$ cat config.mk
export PLATFORM = sky130hd
export DESIGN_NAME = add_serial
export DESIGN_NICKNAME = d
export VERILOG_FILES = /design/src/rtl/add_serial.sv
export SDC_FILE = /design/constraint.sdc
export NUM_CORES = 1
export LEC_CHECK = 0
export ABC_AREA = 1
export CAP_MARGIN = 20
export CORE_UTILIZATION = 40
export DETAILED_ROUTE_END_ITERATION = 12
export PLACE_DENSITY = 0.72
export REMOVE_ABC_BUFFERS = 1
export SKIP_CTS_REPAIR_TIMING = 1
export SLEW_MARGIN = 20
export SYNTH_ARGS = -nofsm -noshare
export SYNTH_HDL_FRONTEND = slang
export SYNTH_SLANG_ARGS = --single-unit
$ cat constraint.sdc
create_clock -name clk -period 4.3 [get_ports clk]
set_clock_uncertainty 0.15 [all_clocks]
set_input_delay 0.43 -clock clk [delete_from_list [all_inputs] [get_ports clk]]
set_output_delay 0.43 -clock clk [all_outputs]
set_load 0.005 [all_outputs]
$ cat src/rtl/add_serial.sv
// Digit-serial 32-bit adder: adds DIGIT_W bits per cycle over NDIG cycles and
// registers the sum, unsigned carry-out and signed overflow on completion.
module add_serial #(
  parameter int unsigned DIGIT_W = 4
) (
  input  logic        clk,
  input  logic        rst,
  input  logic        start,
  input  logic [31:0] a,
  input  logic [31:0] b,
  output logic [31:0] result,
  output logic        cout,
  output logic        ovf,
  output logic        busy,
  output logic        done
);

  localparam int unsigned NDIG = 32 / DIGIT_W;
  localparam int unsigned CntW = (NDIG > 1) ? $clog2(NDIG) : 1;

  typedef enum logic [1:0] {StIdle, StRun, StDone} state_e;

  state_e              state_q, state_d;
  logic [31:0]         a_sh_q, a_sh_d;
  logic [31:0]         b_sh_q, b_sh_d;
  logic [31:0]         sum_q, sum_d;
  logic [CntW-1:0]     cnt_q, cnt_d;
  logic                carry_q, carry_d;
  logic                a_msb_q, a_msb_d;
  logic                b_msb_q, b_msb_d;
  logic [31:0]         result_q, result_d;
  logic                cout_q, cout_d;
  logic                ovf_q, ovf_d;
  logic                busy_q, busy_d;
  logic                done_q, done_d;

  logic [DIGIT_W:0]    slice_sum;
  logic [31+DIGIT_W:0] sum_cat;
  logic [31:0]         sum_shift;
  logic                last_slice;

  always_comb begin
    slice_sum  = {1'b0, a_sh_q[DIGIT_W-1:0]} + {1'b0, b_sh_q[DIGIT_W-1:0]}
               + {{DIGIT_W{1'b0}}, carry_q};
    // New slice enters at the top; after NDIG slices the sum sits right-aligned.
    sum_cat    = {slice_sum[DIGIT_W-1:0], sum_q};
    sum_shift  = sum_cat[31+DIGIT_W:DIGIT_W];
    last_slice = (cnt_q == CntW'(NDIG - 1));

    state_d  = state_q;
    a_sh_d   = a_sh_q;
    b_sh_d   = b_sh_q;
    sum_d    = sum_q;
    cnt_d    = cnt_q;
    carry_d  = carry_q;
    a_msb_d  = a_msb_q;
    b_msb_d  = b_msb_q;
    result_d = result_q;
    cout_d   = cout_q;
    ovf_d    = ovf_q;
    busy_d   = 1'b0;
    done_d   = 1'b0;

    unique case (state_q)
      StIdle, StDone: begin
        if (start) begin
          state_d = StRun;
          a_sh_d  = a;
          b_sh_d  = b;
          a_msb_d = a[31];
          b_msb_d = b[31];
          sum_d   = '0;
          cnt_d   = '0;
          carry_d = 1'b0;
          busy_d  = 1'b1;
        end else begin
          state_d = StIdle;
        end
      end
      StRun: begin
        a_sh_d  = a_sh_q >> DIGIT_W;
        b_sh_d  = b_sh_q >> DIGIT_W;
        sum_d   = sum_shift;
        carry_d = slice_sum[DIGIT_W];
        cnt_d   = cnt_q + CntW'(1);
        if (last_slice) begin
          state_d  = StDone;
          result_d = sum_shift;
          cout_d   = slice_sum[DIGIT_W];
          ovf_d    = (a_msb_q == b_msb_q) && (sum_shift[31] != a_msb_q);
          done_d   = 1'b1;
        end else begin
          busy_d = 1'b1;
        end
      end
      default: state_d = StIdle;
    endcase
  end

  always_ff @(posedge clk or posedge rst) begin
    if (rst) begin
      state_q  <= StIdle;
      a_sh_q   <= '0;
      b_sh_q   <= '0;
      sum_q    <= '0;
      cnt_q    <= '0;
      carry_q  <= 1'b0;
      a_msb_q  <= 1'b0;
      b_msb_q  <= 1'b0;
      result_q <= '0;
      cout_q   <= 1'b0;
      ovf_q    <= 1'b0;
      busy_q   <= 1'b0;
      done_q   <= 1'b0;
    end else begin
      state_q  <= state_d;
      a_sh_q   <= a_sh_d;
      b_sh_q   <= b_sh_d;
      sum_q    <= sum_d;
      cnt_q    <= cnt_d;
      carry_q  <= carry_d;
      a_msb_q  <= a_msb_d;
      b_msb_q  <= b_msb_d;
      result_q <= result_d;
      cout_q   <= cout_d;
      ovf_q    <= ovf_d;
      busy_q   <= busy_d;
      done_q   <= done_d;
    end
  end

  assign result = result_q;
  assign cout   = cout_q;
  assign ovf    = ovf_q;
  assign busy   = busy_q;
  assign done   = done_q;

endmodule

-- Yosys cells after proc, flatten, opt, wreduce, memory -nomap -nowiden
Index checks and enable logic that the tools add are counted.
- shift-type cells: 0
- reduce and logical (&&, ||, !) cells: 7
- bitwise logic cells: 0
- equality and inequality tests: 7
- divide/modulo/power cells: 0
- add/sub/neg operators: 3
- magnitude comparators: 0
- multipliers: 0
- mux-type cells: 18
- operators with widths (cell ; count):
    case mux 32 bit (2 select lines) ; 3
    2-to-1 mux 32 bit ; 3
    2-to-1 mux 1 bit ; 6
    case mux 3 bit (2 select lines) ; 1
    AND reduction 2 bit ; 3
    adder 4 x 4 -> 5 bit ; 1
    adder 5 x 1 -> 5 bit ; 1
    != test 2 bit, second input constant ; 2
    case mux 1 bit (2 select lines) ; 2
    case mux 2 bit (2 select lines) ; 1
    adder 3 x 1 -> 3 bit, second input constant ; 1
    == test 3 bit, second input constant ; 1
    2-to-1 mux 3 bit ; 1
    == test 2 x 1 -> 1 bit, second input constant ; 1
    == test 2 bit, second input constant ; 1
    logical NOT 2 bit ; 1
    2-to-1 mux 2 bit ; 1
    nonzero test 2 bit ; 1
    OR reduction 2 bit ; 1
    == test 1 bit ; 1
    logical AND 1 bit ; 1
    != test 1 bit ; 1
- bits in latches: 0
- memories kept: 0
- input bits: 67
- word-level logic and storage cells: 48
- flip-flop bits (word level): 140
- RAM bits: 0
- memory bits (read-only): 0
- output and inout bits: 36

-- Logic depth before layout (Yosys ltp)
- depth in word-level cells: 4
- mapped depth: 9
- mapped depth without buffers: 8

-- Worst setup path after synthesis
No wires, ideal clock.
- path type: reg2reg
- start: register a_sh_q[0]
- end: register carry_q
- required time: 4.014 ns
- clock period less this slack: 1.855 ns
- stages on the path, launching flop included: 7
- arrival: 1.569 ns
- path buffers: 0
- path slack: 2.445 ns
- setup time: 0.136 ns
- cells stage by stage: dfrtp_1 > fa_1 > fa_1 > nand2_1 > nand2_1 > a21oi_1 > o21ai_0
- longest elaborated chain between the ends: 3
- ends and longest elaborated chain (element ; RTL line ; text):
    start, declared ; 24 ; logic [31:0] a_sh_q, a_sh_d;
    start signal, assigned ; 117 ; a_sh_q <= a_sh_d;
    adder 4 x 4 -> 5 bit ; 43 ; slice_sum = {1'b0, a_sh_q[DIGIT_W-1:0]} + {1'b0, b_sh_q[DIGIT_W-1:0]}
    adder 5 x 1 -> 5 bit ; 44 ; + {{DIGIT_W{1'b0}}, carry_q};
    case mux 1 bit (2 select lines) ; 64 ; unique case (state_q)
    end signal, assigned ; 121 ; carry_q <= carry_d;
    end, declared ; 28 ; logic carry_q, carry_d;
No other way between the ends.
A chain may end at the register's enable or synchronous reset.

-- Worst setup path after layout
- start: register cnt_q[0]
- end: register result_q[13] (netlist: result[13])
- longest elaborated chain between the ends: 2
- ends and longest elaborated chain (element ; RTL line ; text):
    start, declared ; 27 ; logic [CntW-1:0] cnt_q, cnt_d;
    start signal, assigned ; 120 ; cnt_q <= cnt_d;
    == test 3 bit ; 48 ; last_slice = (cnt_q == CntW'(NDIG - 1));
    AND reduction 2 bit (no source line) ; n/a ;
    end signal, assigned ; 124 ; result_q <= result_d;
    end, declared ; 31 ; logic [31:0] result_q, result_d;
No other way between the ends.

==> metrics.txt <==
status=completed; antenna cells=0; Synth Instances=593; Distinct cells, synth=25; Final setup viols=0; VDD IR max=0.000294 V; FFs w/ async S/R, synth=100%; drt drc=0; P&R area growth vs syn=29.1%; dpl cell area=6770 µm²; Setup crit end kind=flip-flop; WS Path Type=reg -> reg; Synth Flop Type=dfrtp_1; total wire length=11400 µm; WL/cell=13.2 µm; fmax=0.450 GHz; setup TNS=0 ns; # fillers=1283; initial antenna violation count=0; Cell Area, Synth=5700 µm²; sequential share of the synthesized area=59.7%; GRT Total Usage=17.1%; Slowest-stage cell, CP=inv_2; htree depth=4; final RePlAce weighted congestion=0.728; Final WS setup=2.08 ns; Final ANT Viol Nets=0; Num CTS Buffers=17; Vias=4344; Yosys reg bits=136; CP max FO=66; share of layout cells above drive strength 1=5.80%; Register Area=3400 µm²; unrepaired setup endpoints after global routing=no; Slew HR=32.1%; hold_ws=0.325 ns; clk_lat worst skew=0.42 ns; DP Wirelength=7100 µm; max-capacitance violation count=0; Fin. Hold Viols=0; Root Buffer=clkbuf_16; Die Height=121 µm; Pleak=3.34 nW; PD cells=798 nW/µm²; first-pass GRT wire length=19500 µm; worst-path cell chain=ha_1 > ha_1 > inv_1 > nor2_4 > inv_2 > nand2_1 > o21ai_0; Max Root-Sink Buffers=2; commonest non-fill, non-tap cell in the layout=dfrtp_1; cell repeated most along the worst path=ha_1; core box area=13900 µm²; Post-synth EDFFs=0; initial drt markers=263; grt total ovfl=0; initial core utilization=41.0%; CP Data Arrival Time=2.39 ns; Mapped Avg Cell Area=9.61 µm²; via/cell ratio=4.99; hold path depth=1; required time worst endpoint=4.47 ns; IO Count=103; Reg2Reg Depth=7; total power=5.87 mW; fin crit share=51.7%; port buffer count=102; pin count of the biggest net entering global routing=134; clock-pin slew on the worst setup and hold paths=0.06 ns; worst slack, placed=1.37 ns; Slew Viols, Final=0; area taken by multi-input logic gates=1770 µm²; clk sinks=136; layout net count=752; yosys warns=0; Hold/Removal Path Class=reg -> reg; Worst path max stage delay=0.69 ns; vias in the first global route=4256; TritonRoute pass-1 iters=4; # rows=43; actual slew at the worst max-slew pin=1.02 ns; Chip Width=121 µm; post-layout min period=2.22 ns; commonest cells after routing, fill and taps aside=136 x dfrtp_1, 102 x clkdlybuf4s50_1, 98 x nand2_1; Startpoint Class=flip-flop; CTS tree=yes; Die Area=14700 µm²; Finished Cell Area=7360 µm²
## power breakdown
group,switching (mW),internal [mW]
clock network,0.536,0.862
logic,1.35,0.983
registers,0.244,1.89
## layout make-up
| type | count | area share, % |
|---|---|---|
| Clock buffer | 19 | 6.02 |
| Clock inverter | 12 | 1.75 |
| Inverter | 90 | 4.73 |
| Multi-Input combinational cell | 329 | 24.1 |
| Sequential cell | 136 | 46.3 |
| Tap cell | 180 | 3.06 |
| Timing Repair Buffer | 104 | 14.1 |
## worst paths after layout
path | slack [ns] | start | endpoint
min in group asynchronous | 0.45 | rst | a_sh_q[16]
hold / removal | 0.33 | cnt_q[0] | cnt_q[0]
setup / recovery | 2.08 | cnt_q[0] | result[13]
max in group asynchronous | 2.88 | rst | b_sh_q[13]
setup reg to reg | 2.08 | cnt_q[0] | result[13]
hold reg to reg | 0.33 | cnt_q[0] | cnt_q[0]
## cells in the mapped netlist, types with 3 or more instances
cell type | instances | area (µm²)
dfrtp_1 | 136 | 3400
nand2_1 | 98 | 368
inv_1 | 87 | 327
o21ai_0 | 52 | 260
o211ai_1 | 40 | 300
o22ai_1 | 36 | 225
o21ai_1 | 32 | 160
nor2_1 | 20 | 75.1
nor3_1 | 16 | 80.1
clkbuf_1 | 12 | 45.0
nand3_1 | 12 | 60.1
buf_2 | 11 | 55.1
a211oi_1 | 8 | 60.1
buf_1 | 7 | 26.3
buf_4 | 6 | 45.0
ha_1 | 5 | 62.6
a21oi_1 | 3 | 15.0
## critical path, delay by kind of cell, from the launching register on
kind | cells | cell delay, ns
adders and majority gates | 2 | 0.42
and+or+nand+nor | 2 | 0.21
AOI/OAI and AO/OA | 1 | 0.13
buffers and inverters | 2 | 0.80
DFF | 1 | 0.39
## state kept, by name, indices dropped and copies added (netlist names), 2 cells and up
name	count
b_sh_q	32
cnt_q	3
state_q	2
a_sh_q	32
sum_q	28
result	32
## per-stage QoR
| stage | util, % | instances |
|---|---|---|
| after floorplan | - | 555 |
| after global placement | 48.8 | 839 |
| after detailed placement | 48.8 | 839 |
| after CTS | 52.9 | 870 |
| after global routing | 53.0 | 870 |
| final | 53.0 | 870 |
## per-layer routing
| metal | part of all wire (%) | track usage [%] |
|---|---|---|
| met1 | 45 | 20.5 |
| met2 | 47 | 28.4 |
| met3 | 5.8 | 5.40 |
| met4 | 1.5 | 7.18 |
| met5 | 0 | 0 |
## logic make-up (layout without fill, tap and decap cells)
logic type	count (synthesis)	count (layout)	synth area share, %
compound gates	171	171	17.9
simple gates	150	150	11.0
flops	136	136	59.7
buf+inv	128	225	9.38
fa+ha+maj	7	7	1.80
xor+xnor	1	1	0.154
Note: power is estimated with default switching activity, not from simulation.
